--- config.mk ---
export PLATFORM = sky130hd
export DESIGN_NAME = mmio_uart_tx_flat
export DESIGN_NICKNAME = d
export VERILOG_FILES = /design/src/rtl/mmio_uart_tx_if.sv /design/src/rtl/mmio_uart_tx.sv /design/src/flat_wrapper.sv
export SDC_FILE = /design/constraint.sdc
export NUM_CORES = 1
export LEC_CHECK = 0
export ABC_AREA = 1
export BUFFER_PORTS_ARGS = -buffer_cell sky130_fd_sc_hd__buf_2
export CORE_ASPECT_RATIO = 0.7
export CORE_MARGIN = 2
export CORE_UTILIZATION = 45
export CTS_CLUSTER_DIAMETER = 200
export CTS_CLUSTER_SIZE = 16
export DETAILED_ROUTE_END_ITERATION = 6
export PLACE_DENSITY_LB_ADDON = 0.3
export SLEW_MARGIN = 20
export SYNTH_ARGS = -nofsm -noshare
export SYNTH_HDL_FRONTEND = slang
export SYNTH_SLANG_ARGS = --single-unit
--- constraint.sdc ---
create_clock -name i_clk -period 6.6 [get_ports i_clk]
set_input_delay 0.33 -clock i_clk [delete_from_list [all_inputs] [get_ports i_clk]]
set_output_delay 0.33 -clock i_clk [all_outputs]
set_load 0.01 [all_outputs]
--- src/rtl/mmio_uart_tx_if.sv ---
// mmio_uart_tx_if
//   Core data-memory bus as seen by the UART transmitter window.
//   master : core side (drives strobes, address, write data; receives read data)
//   slave  : peripheral side
// Signals
//   bus_r      core read strobe
//   bus_w      byte write strobes, bit n = byte lane n
//   bus_addr   byte address
//   bus_wdata  write data
//   bus_rdata  combinational read data (0 when not selected)
interface mmio_uart_tx_if;
  logic        bus_r;
  logic [3:0]  bus_w;
  logic [31:0] bus_addr;
  logic [31:0] bus_wdata;
  logic [31:0] bus_rdata;

  modport master (
    output bus_r, bus_w, bus_addr, bus_wdata,
    input  bus_rdata
  );

  modport slave (
    input  bus_r, bus_w, bus_addr, bus_wdata,
    output bus_rdata
  );
endinterface

--- src/rtl/mmio_uart_tx.sv ---
// mmio_uart_tx
//   Memory-mapped 8N1 UART transmitter. The core stores bytes into a TX FIFO
//   through a 16-byte register window; a serializer drains the FIFO onto o_tx.
//   Register window (word offset): 0 DATA (W), 1 STATUS (R/W1C overflow),
//   2 DIVISOR (R/W [15:0]), 3 CTRL (IRQ build only, otherwise reads 0).
//   Optional feature macro: MMIO_UART_TX_IRQ_EN adds CTRL[0] and o_irq.
// Ports
//   i_clk   system clock, all state on posedge
//   i_rst   synchronous active-high reset
//   bus     mmio_uart_tx_if.slave (read/write strobes, address, data)
//   o_tx    serial output, idle high
//   o_irq   (MMIO_UART_TX_IRQ_EN only) registered empty-and-idle interrupt
//
// state   | meaning
// S_IDLE  | line high, pops FIFO head when FIFO non-empty
// S_START | start bit (low), DIVISOR+1 clocks
// S_DATA  | data bits LSB first, DIVISOR+1 clocks each
// S_STOP  | stop bit (high), DIVISOR+1 clocks
module mmio_uart_tx #(
  parameter logic [31:0] BASE_ADDR   = 32'h8000_0000,
  parameter int          FIFO_DEPTH  = 16,
  parameter logic [15:0] DEFAULT_DIV = 16'd433
) (
  input  logic          i_clk,
  input  logic          i_rst,
  mmio_uart_tx_if.slave bus,
  output logic          o_tx
`ifdef MMIO_UART_TX_IRQ_EN
  ,
  output logic          o_irq
`endif
);

  localparam int AW = $clog2(FIFO_DEPTH);
  localparam logic [AW:0] DEPTH_L = (AW+1)'(FIFO_DEPTH);

  typedef enum logic [1:0] {S_IDLE, S_START, S_DATA, S_STOP} state_t;

  state_t      r_state, w_state_nxt;
  logic [7:0]  r_mem [FIFO_DEPTH];
  logic [AW:0] r_wr_ptr, r_rd_ptr;
  logic        r_ovf;
  logic [15:0] r_div;
  logic [15:0] r_baud;
  logic [2:0]  r_bit;
  logic [7:0]  r_shift;
  logic        r_tx;

  logic        w_hit, w_wr, w_push_req, w_accept, w_pop;
  logic        w_full, w_empty, w_busy, w_baud_zero, w_ovf_set, w_ovf_clr;
  logic [1:0]  w_off;
  logic [AW:0] w_count;
  logic [7:0]  w_count8;
  logic [31:0] w_status;

  assign w_hit       = (bus.bus_addr[31:4] == BASE_ADDR[31:4]);
  assign w_off       = bus.bus_addr[3:2];
  assign w_wr        = w_hit && (|bus.bus_w);
  assign w_push_req  = w_wr && (w_off == 2'd0) && bus.bus_w[0];
  assign w_count     = r_wr_ptr - r_rd_ptr;
  assign w_count8    = 8'(w_count);
  assign w_full      = (w_count == DEPTH_L);
  assign w_empty     = (w_count == '0);
  assign w_busy      = (r_state != S_IDLE);
  assign w_baud_zero = (r_baud == 16'd0);
  // A full FIFO still takes a byte when the serializer frees a slot this cycle.
  assign w_accept    = !w_full || w_pop;
  assign w_ovf_set   = w_push_req && !w_accept;
  assign w_ovf_clr   = w_wr && (w_off == 2'd1) && bus.bus_w[0] && bus.bus_wdata[3];
  assign w_status    = {16'h0, w_count8, 4'h0, r_ovf, w_busy, w_empty, w_full};
  assign o_tx        = r_tx;

  always_ff @(posedge i_clk) begin
    if (i_rst) r_state <= S_IDLE;
    else       r_state <= w_state_nxt;
  end

  always_comb begin
    w_state_nxt = r_state;
    w_pop       = 1'b0;
    case (r_state)
      S_IDLE: begin
        if (!w_empty) begin
          w_pop       = 1'b1;
          w_state_nxt = S_START;
        end
      end
      S_START: if (w_baud_zero) w_state_nxt = S_DATA;
      S_DATA:  if (w_baud_zero && (r_bit == 3'd7)) w_state_nxt = S_STOP;
      S_STOP:  if (w_baud_zero) w_state_nxt = S_IDLE;
      default: w_state_nxt = S_IDLE;
    endcase
  end

  // Serializer datapath. o_tx is registered from the current state so the
  // line changes one clock after the state does; durations are unaffected.
  always_ff @(posedge i_clk) begin
    if (i_rst) begin
      r_baud  <= 16'd0;
      r_bit   <= 3'd0;
      r_shift <= 8'd0;
      r_tx    <= 1'b1;
    end else begin
      case (r_state)
        S_START: r_tx <= 1'b0;
        S_DATA:  r_tx <= r_shift[0];
        default: r_tx <= 1'b1;
      endcase
      if (w_pop) begin
        r_shift <= r_mem[r_rd_ptr[AW-1:0]];
        r_baud  <= r_div;
        r_bit   <= 3'd0;
      end else if (w_busy) begin
        if (w_baud_zero) begin
          // Divisor is re-sampled at every bit boundary.
          r_baud <= r_div;
          if (r_state == S_DATA) begin
            r_shift <= r_shift >> 1;
            r_bit   <= r_bit + 3'd1;
          end
        end else begin
          r_baud <= r_baud - 16'd1;
        end
      end
    end
  end

  always_ff @(posedge i_clk) begin
    if (w_push_req && w_accept) r_mem[r_wr_ptr[AW-1:0]] <= bus.bus_wdata[7:0];
  end

  always_ff @(posedge i_clk) begin
    if (i_rst) begin
      r_wr_ptr <= '0;
      r_rd_ptr <= '0;
      r_ovf    <= 1'b0;
      r_div    <= DEFAULT_DIV;
    end else begin
      if (w_push_req && w_accept) r_wr_ptr <= r_wr_ptr + 1'b1;
      if (w_pop)                  r_rd_ptr <= r_rd_ptr + 1'b1;
      if (w_ovf_set)      r_ovf <= 1'b1;
      else if (w_ovf_clr) r_ovf <= 1'b0;
      if (w_wr && (w_off == 2'd2)) begin
        if (bus.bus_w[0]) r_div[7:0]  <= bus.bus_wdata[7:0];
        if (bus.bus_w[1]) r_div[15:8] <= bus.bus_wdata[15:8];
      end
    end
  end

`ifdef MMIO_UART_TX_IRQ_EN
  logic r_ctrl;
  logic r_irq;

  always_ff @(posedge i_clk) begin
    if (i_rst) begin
      r_ctrl <= 1'b0;
      r_irq  <= 1'b0;
    end else begin
      if (w_wr && (w_off == 2'd3) && bus.bus_w[0]) r_ctrl <= bus.bus_wdata[0];
      r_irq <= r_ctrl && w_empty && !w_busy;
    end
  end

  assign o_irq = r_irq;
`endif

  always_comb begin
    bus.bus_rdata = 32'h0;
    if (w_hit && bus.bus_r) begin
      case (w_off)
        2'd1: bus.bus_rdata = w_status;
        2'd2: bus.bus_rdata = {16'h0, r_div};
`ifdef MMIO_UART_TX_IRQ_EN
        2'd3: bus.bus_rdata = {31'h0, r_ctrl};
`endif
        default: bus.bus_rdata = 32'h0;
      endcase
    end
  end

  logic w_unused;
  assign w_unused = ^{bus.bus_addr[1:0], bus.bus_w[3:2], bus.bus_wdata[31:16]};

endmodule

--- src/flat_wrapper.sv ---
// flat-port wrapper written by rule: the top's interface ports become plain ports
module mmio_uart_tx_flat 
#(
  parameter logic [31:0] BASE_ADDR   = 32'h8000_0000,
  parameter int          FIFO_DEPTH  = 16,
  parameter logic [15:0] DEFAULT_DIV = 16'd433
)
  (i_clk, i_rst, o_tx, bus_bus_r, bus_bus_w, bus_bus_addr, bus_bus_wdata, bus_bus_rdata);
  mmio_uart_tx_if bus_i ();
  input  logic i_clk;
  input  logic i_rst;
  output logic o_tx;
  input wire logic [$bits(bus_i.bus_r)-1:0] bus_bus_r;
  input wire logic [$bits(bus_i.bus_w)-1:0] bus_bus_w;
  input wire logic [$bits(bus_i.bus_addr)-1:0] bus_bus_addr;
  input wire logic [$bits(bus_i.bus_wdata)-1:0] bus_bus_wdata;
  output wire logic [$bits(bus_i.bus_rdata)-1:0] bus_bus_rdata;
  assign bus_i.bus_r = bus_bus_r;
  assign bus_i.bus_w = bus_bus_w;
  assign bus_i.bus_addr = bus_bus_addr;
  assign bus_i.bus_wdata = bus_bus_wdata;
  assign bus_bus_rdata = bus_i.bus_rdata;
  mmio_uart_tx #(.BASE_ADDR(BASE_ADDR), .FIFO_DEPTH(FIFO_DEPTH), .DEFAULT_DIV(DEFAULT_DIV)) u_core (.i_clk(i_clk), .i_rst(i_rst), .bus(bus_i), .o_tx(o_tx));
endmodule
After elaboration in Yosys (flattened, before gate mapping). Memories as Yosys holds them, arrays and structs flattened. A register that Yosys moved wholly into a read port is not among the register bits. Cells that the tools add are included.

RAM bits: 128. ROM bits: 0. Logic and storage cells: 81. Bits in registers: 57. Memories kept: 1. Bits in latches: 0.

Eq/ne operators: 12. Shift operators: 0. Bitwise logic cells: 0. Multipliers: 0. Reductions and logical operators: 30. Divide/modulo/power cells: 0. Magnitude comparators: 0. Multiplexer cells: 23. $add $sub $neg: 5.

Memory list: u_core.r_mem (words 16, bits a word 8, rd ports 1, clocked after memory_dff 1, wr ports 1, RTL line mmio_uart_tx.sv:40) `logic [7:0] r_mem [FIFO_DEPTH];`.

Operators with widths (number): 16-bit 2-to-1 mux (3); 32-bit 2-to-1 mux (1); 8-bit 2-to-1 mux (4); 16-bit one-hot mux with 2 select lines (1); 28-bit equality test, second input constant (1); 16-bit zero test (1); 16-bit by 1-bit subtractor with 16-bit output, second input constant (1); 1-bit logical AND (11); 5-bit by 1-bit adder with 5-bit output, second input constant (2); 2-bit nonzero test (5); 2-bit 2-to-1 mux (4); 4-bit 2-to-1 mux (2); 2-bit one-hot mux with 4 select lines (1); 2-bit equality test, second input constant (3); 1-bit 2-to-1 mux (6); 2-bit by 1-bit != test with 1-bit output, second input constant (3); 3-bit AND reduction (2); 5-bit equality test, second input constant (1); 5-bit zero test (1); 5-bit subtractor (1); 2-bit by 1-bit equality test with 1-bit output, second input constant (2); 2-bit zero test (2); 2-bit AND reduction (2); 4-bit AND reduction (1); other kinds (8) (9).

Depth between registers and ports, before layout.
Depth after elaboration: 8. Depth in mapped cells: 15. Mapped depth without buffers: 14.

Worst setup path before layout. OpenSTA, ideal clock, no wires.

Kind: register to register. Start point: register u_core.r_wr_ptr[0]. End point: memory u_core.r_mem[0][0], enable pin. Stages on the path, launching flop included: 14. Data required time: 6.230 ns. Setup slack: 3.897 ns. Arrival: 2.333 ns. Period minus slack after synthesis: 2.703 ns. Cells stage by stage: dfxtp_1 inv_1 ha_1 fa_1 nand3b_1 nand2_1 nand2_1 nand2_2 nor2_1 nand2_2 inv_1 nor3_2 nand2_1 nor2_1.

Cells in the longest elaborated chain, start to end: 8. Elaborated cells between the ends (all ways): 10.

RTL lines: start: declaration (RTL line mmio_uart_tx.sv:41) `logic [AW:0] r_wr_ptr, r_rd_ptr;`; start signal: assignment (RTL line mmio_uart_tx.sv:139) `if (w_push_req && w_accept) r_wr_ptr <= r_wr_ptr + 1'b1;`; 5-bit subtractor (RTL line mmio_uart_tx.sv:60) `assign w_count = r_wr_ptr - r_rd_ptr;`; 5-bit zero test (RTL line mmio_uart_tx.sv:63) `assign w_empty = (w_count == '0);`; 1-bit 2-to-1 mux (RTL line mmio_uart_tx.sv:83) `if (!w_empty) begin`; 1-bit 2-to-1 mux (RTL line mmio_uart_tx.sv:81) `case (r_state)`; 1-bit logical OR (RTL line mmio_uart_tx.sv:67) `assign w_accept = !w_full || w_pop;`; 1-bit logical AND (RTL line mmio_uart_tx.sv:129) `if (w_push_req && w_accept) r_mem[r_wr_ptr[AW-1:0]] <= bus.bus_wdata[7:0];`; 1-bit 2-to-1 mux (RTL line mmio_uart_tx.sv:129); 1-bit 2-to-1 mux (not written as such) (RTL line mmio_uart_tx.sv:129); end: declaration (RTL line mmio_uart_tx.sv:40).

Several ways; a longest one is shown, not always the timed one.

Worst setup path after layout.
Start point: register u_core.r_wr_ptr[0]. End point: memory u_core.r_mem[10][6], enable pin.

The elaborated chain is that of the path after synthesis.

==> flow_metrics.env <==
export IMPL_outcome="complete, no violations"
export IMPL_maxSlewViolCount=0
export IMPL_tns_ns=0
export IMPL_syn_inst=1058
export IMPL_p_sw_share_pct=38.6
export IMPL_p_seq_share_pct=39.1
export IMPL_synth_async_reset_ratio_pct=0
export IMPL_ios=104
export IMPL_rsz0062_at_grt="false"
export IMPL_switchingPower_uw=1450
export IMPL_final_cells=1388
export IMPL_fmax_mhz=291
export IMPL_core_rowCount=43
export IMPL_cp_max_fo=8
export IMPL_grt_pass1_vias=6109
export IMPL_cts_tree="built"
export IMPL_period_minus_slack_ns=3.44
export IMPL_yosys_area_top_type="edfxtp_1"
export IMPL_ys_seq_elements=189
export IMPL_cts_repair_resized=0
export IMPL_insertion_delay_ns=0.43
export IMPL_startpoint_type="flip-flop"
export IMPL_start_util_pct=46.3
export IMPL_diodes=0
export IMPL_first_pass_iters=5
export IMPL_die_h_um=124
export IMPL_pwr_share_clk_pct=26.2
export IMPL_ctsHoldBuffers=0
export IMPL_synth_ff_type="edfxtp_1"
export IMPL_viasPerCell=5.09
export IMPL_critPathArrivalTime_ns=3.50
export IMPL_hold_path_class="in -> reg"
export IMPL_yosys_area_top_type_share_pct=41.5
export IMPL_place_gp_congestion=0.879
export IMPL_synth_area_top_cells="edfxtp_1 41%, dfxtp_1 13%, nand2_1 9.2%"
export IMPL_synthesis_area_mm2=0.00927
export IMPL_grt_max_degree=66
export IMPL_fillCellCount=1869
export IMPL_worstMarginPinSlew_ns=1.06
export IMPL_cts_setup_buffers=0
export IMPL_final_hold_viol_count=0
export IMPL_coreArea_mm2=0.0200
export IMPL_place_inst=1356
export IMPL_placed_area_mm2=0.00969
export IMPL_drc=0
export IMPL_wl_mm=20.6
export IMPL_design_area_mm2=0.0103
export IMPL_numCtsBuffers=17
export IMPL_grt_use_total_pct=19.2
export IMPL_dieArea_mm2=0.0218
export IMPL_leakagePower_uw=0.00429
export IMPL_whs_ns=0.114
export IMPL_required_ns=6.66
export IMPL_irDropWorstVdd_v=0.000211
export IMPL_num_vias=7065
export IMPL_setup_violations=0
export IMPL_synth_most_common_cell="nand2_1"
export IMPL_worstSetupPathType="reg -> reg"
export IMPL_finClkSkew_ns=0.0121
export IMPL_root_buffer="clkbuf_16"
export IMPL_yosysSeqAreaShare_pct=54.6
export IMPL_drt_iter0_markers=690
export IMPL_intPower_uw=2310
export IMPL_port_buffers=69
export IMPL_clock_sinks=189
export IMPL_dpl_hpwl_mm=14.0
export IMPL_max_slew_margin_pct=28.9
export IMPL_post_synth_cell_area_avg_um2=8.76
export IMPL_timing_final_crit_share_pct=52.1
export IMPL_antenna_found_initial=0
export IMPL_synth_edf_count=128
export IMPL_grt_pass1_wl_mm=32.0
export IMPL_htree_num_levels=4
export IMPL_clkSlewWorstSetupHoldPaths_ns=0.07
export IMPL_post_route_util_pct=51.2
export IMPL_synthToLayoutAreaGrowth_pct=10.6
export IMPL_end_kind="flip-flop"
export IMPL_combinationalPowerShare_pct=34.7
export IMPL_fp_dieW_um=176
export IMPL_yosys_top_cells_count="226 x nand2_1, 146 x inv_1, 128 x edfxtp_1"
export IMPL_ys_types=37
export IMPL_nets=1197
export IMPL_drv_cap=0
export IMPL_grt_remaining_overflow=0
export IMPL_postRouteAntennaNets=0
export IMPL_drive_gt1_share_pct=10.7
export IMPL_yosys_warnings=0
export IMPL_wl_per_cell_um=14.8
export IMPL_clockBufferDepth=2
export IMPL_power_density_mw_per_mm2=367
-- cell type report --
cell class | instances | area [um^2] | area share (%)
Multi-Input combinational cell | 674 | 3350 | 32.7
Sequential cell | 189 | 5070 | 49.4
Inverter | 151 | 567 | 5.53
Clock inverter | 13 | 129 | 1.26
Timing Repair Buffer | 72 | 368 | 3.59
Clock buffer | 19 | 433 | 4.22
Tap cell | 270 | 338 | 3.29
-- path summary, 6_finish.rpt --
check | slack, ns | start | end | cells after the start
worst max-delay path | 3.16 | u_core.r_wr_ptr[0]$_SDFFE_PP0P_ | u_core.r_mem[10][6]$_DFFE_PP_ | 13
worst min register to register | 0.47 | u_core.r_bit[2]$_SDFFE_PP0P_ | u_core.r_bit[2]$_SDFFE_PP0P_ | 2
worst max register to register | 3.16 | u_core.r_wr_ptr[0]$_SDFFE_PP0P_ | u_core.r_mem[10][6]$_DFFE_PP_ | 13
worst min-delay path | 0.11 | bus_bus_wdata[8] | u_core.r_div[8]$_SDFFE_PP1P_ | 3
-- worst max-delay path: stages (launching register included) --
cell and delay (ns):
dfxtp_1 0.41, inv_1 0.13, ha_1 0.22, fa_1 0.40, nand3b_1 0.21, nand2_1 0.09
nand2_1 0.06, nand2_2 0.12, nor2_1 0.08, nand2_2 0.14, inv_1 0.08, nor3_2 0.23
nand2_1 0.24, nor2_1 0.65
-- sequential cells by signal, indices dropped and copies added, names as in the netlist, 2 cells and up, named ones only --
name,cells
u_core.r_state,2
u_core.r_mem,128
u_core.r_rd_ptr,5
u_core.r_div,16
u_core.r_bit,3
u_core.r_wr_ptr,5
u_core.r_baud,16
u_core.r_shift,8
-- cells by family (layout without fill, tap and decap cells) --
kind of cell	Yosys count	in the layout	share of synthesized area, %
buf+inv	210	255	9.83
fa+ha+maj	21	21	2.92
other cells	1	16	0.0405
xor+xnor	17	17	1.61
simple gates	445	445	20.4
compound gates	173	173	10.4
mux	2	2	0.216
flops	189	189	54.6
-- cells in the final DEF, fill, tap and decap left out, types with 4 or more instances in the layout --
master / instances
nand2_2: 4
o21ai_1: 14
nand2_1: 226
nand3_1: 101
inv_2: 4
edfxtp_1: 128
xor2_1: 8
ha_1: 20
a21oi_1: 71
o21ai_0: 52
inv_6: 4
nor2_1: 96
xnor2_1: 9
o211ai_1: 32
conb_1: 16
buf_2: 69
dfxtp_1: 59
inv_1: 146
clkbuf_16: 17
-- per-stage QoR --
step | setup slack, ns | power, uW
floorplan | 3.90 | 2550
finish | 3.16 | 3770
global route | 2.91 | 4010
detailed placement | 3.19 | 2790
global placement | 3.27 | 2760
CTS | 3.16 | 3780
-- per-layer routing --
metal,part of all wire (%),global-route usage (%),wire [um],up-vias
met3,7.4,4.73,1510,16
met1,49,28.6,10200,3254
met2,42,28.3,8720,244
met4,0.89,4.18,184,0
li1,-,-,-,3551
met5,0,0,0,-
-- power groups by stage --
stage | registers, uW | clock network (uW) | logic (uW)
2_1_floorplan | 1420 | 0 | 1120
5_1_grt | 1490 | 1050 | 1480
6_report | 1470 | 987 | 1310
3_3_place_gp | 1490 | 0 | 1270
4_1_cts | 1470 | 999 | 1310
3_5_place_dp | 1490 | 0 | 1290
Power figures use the tool's default switching activity.
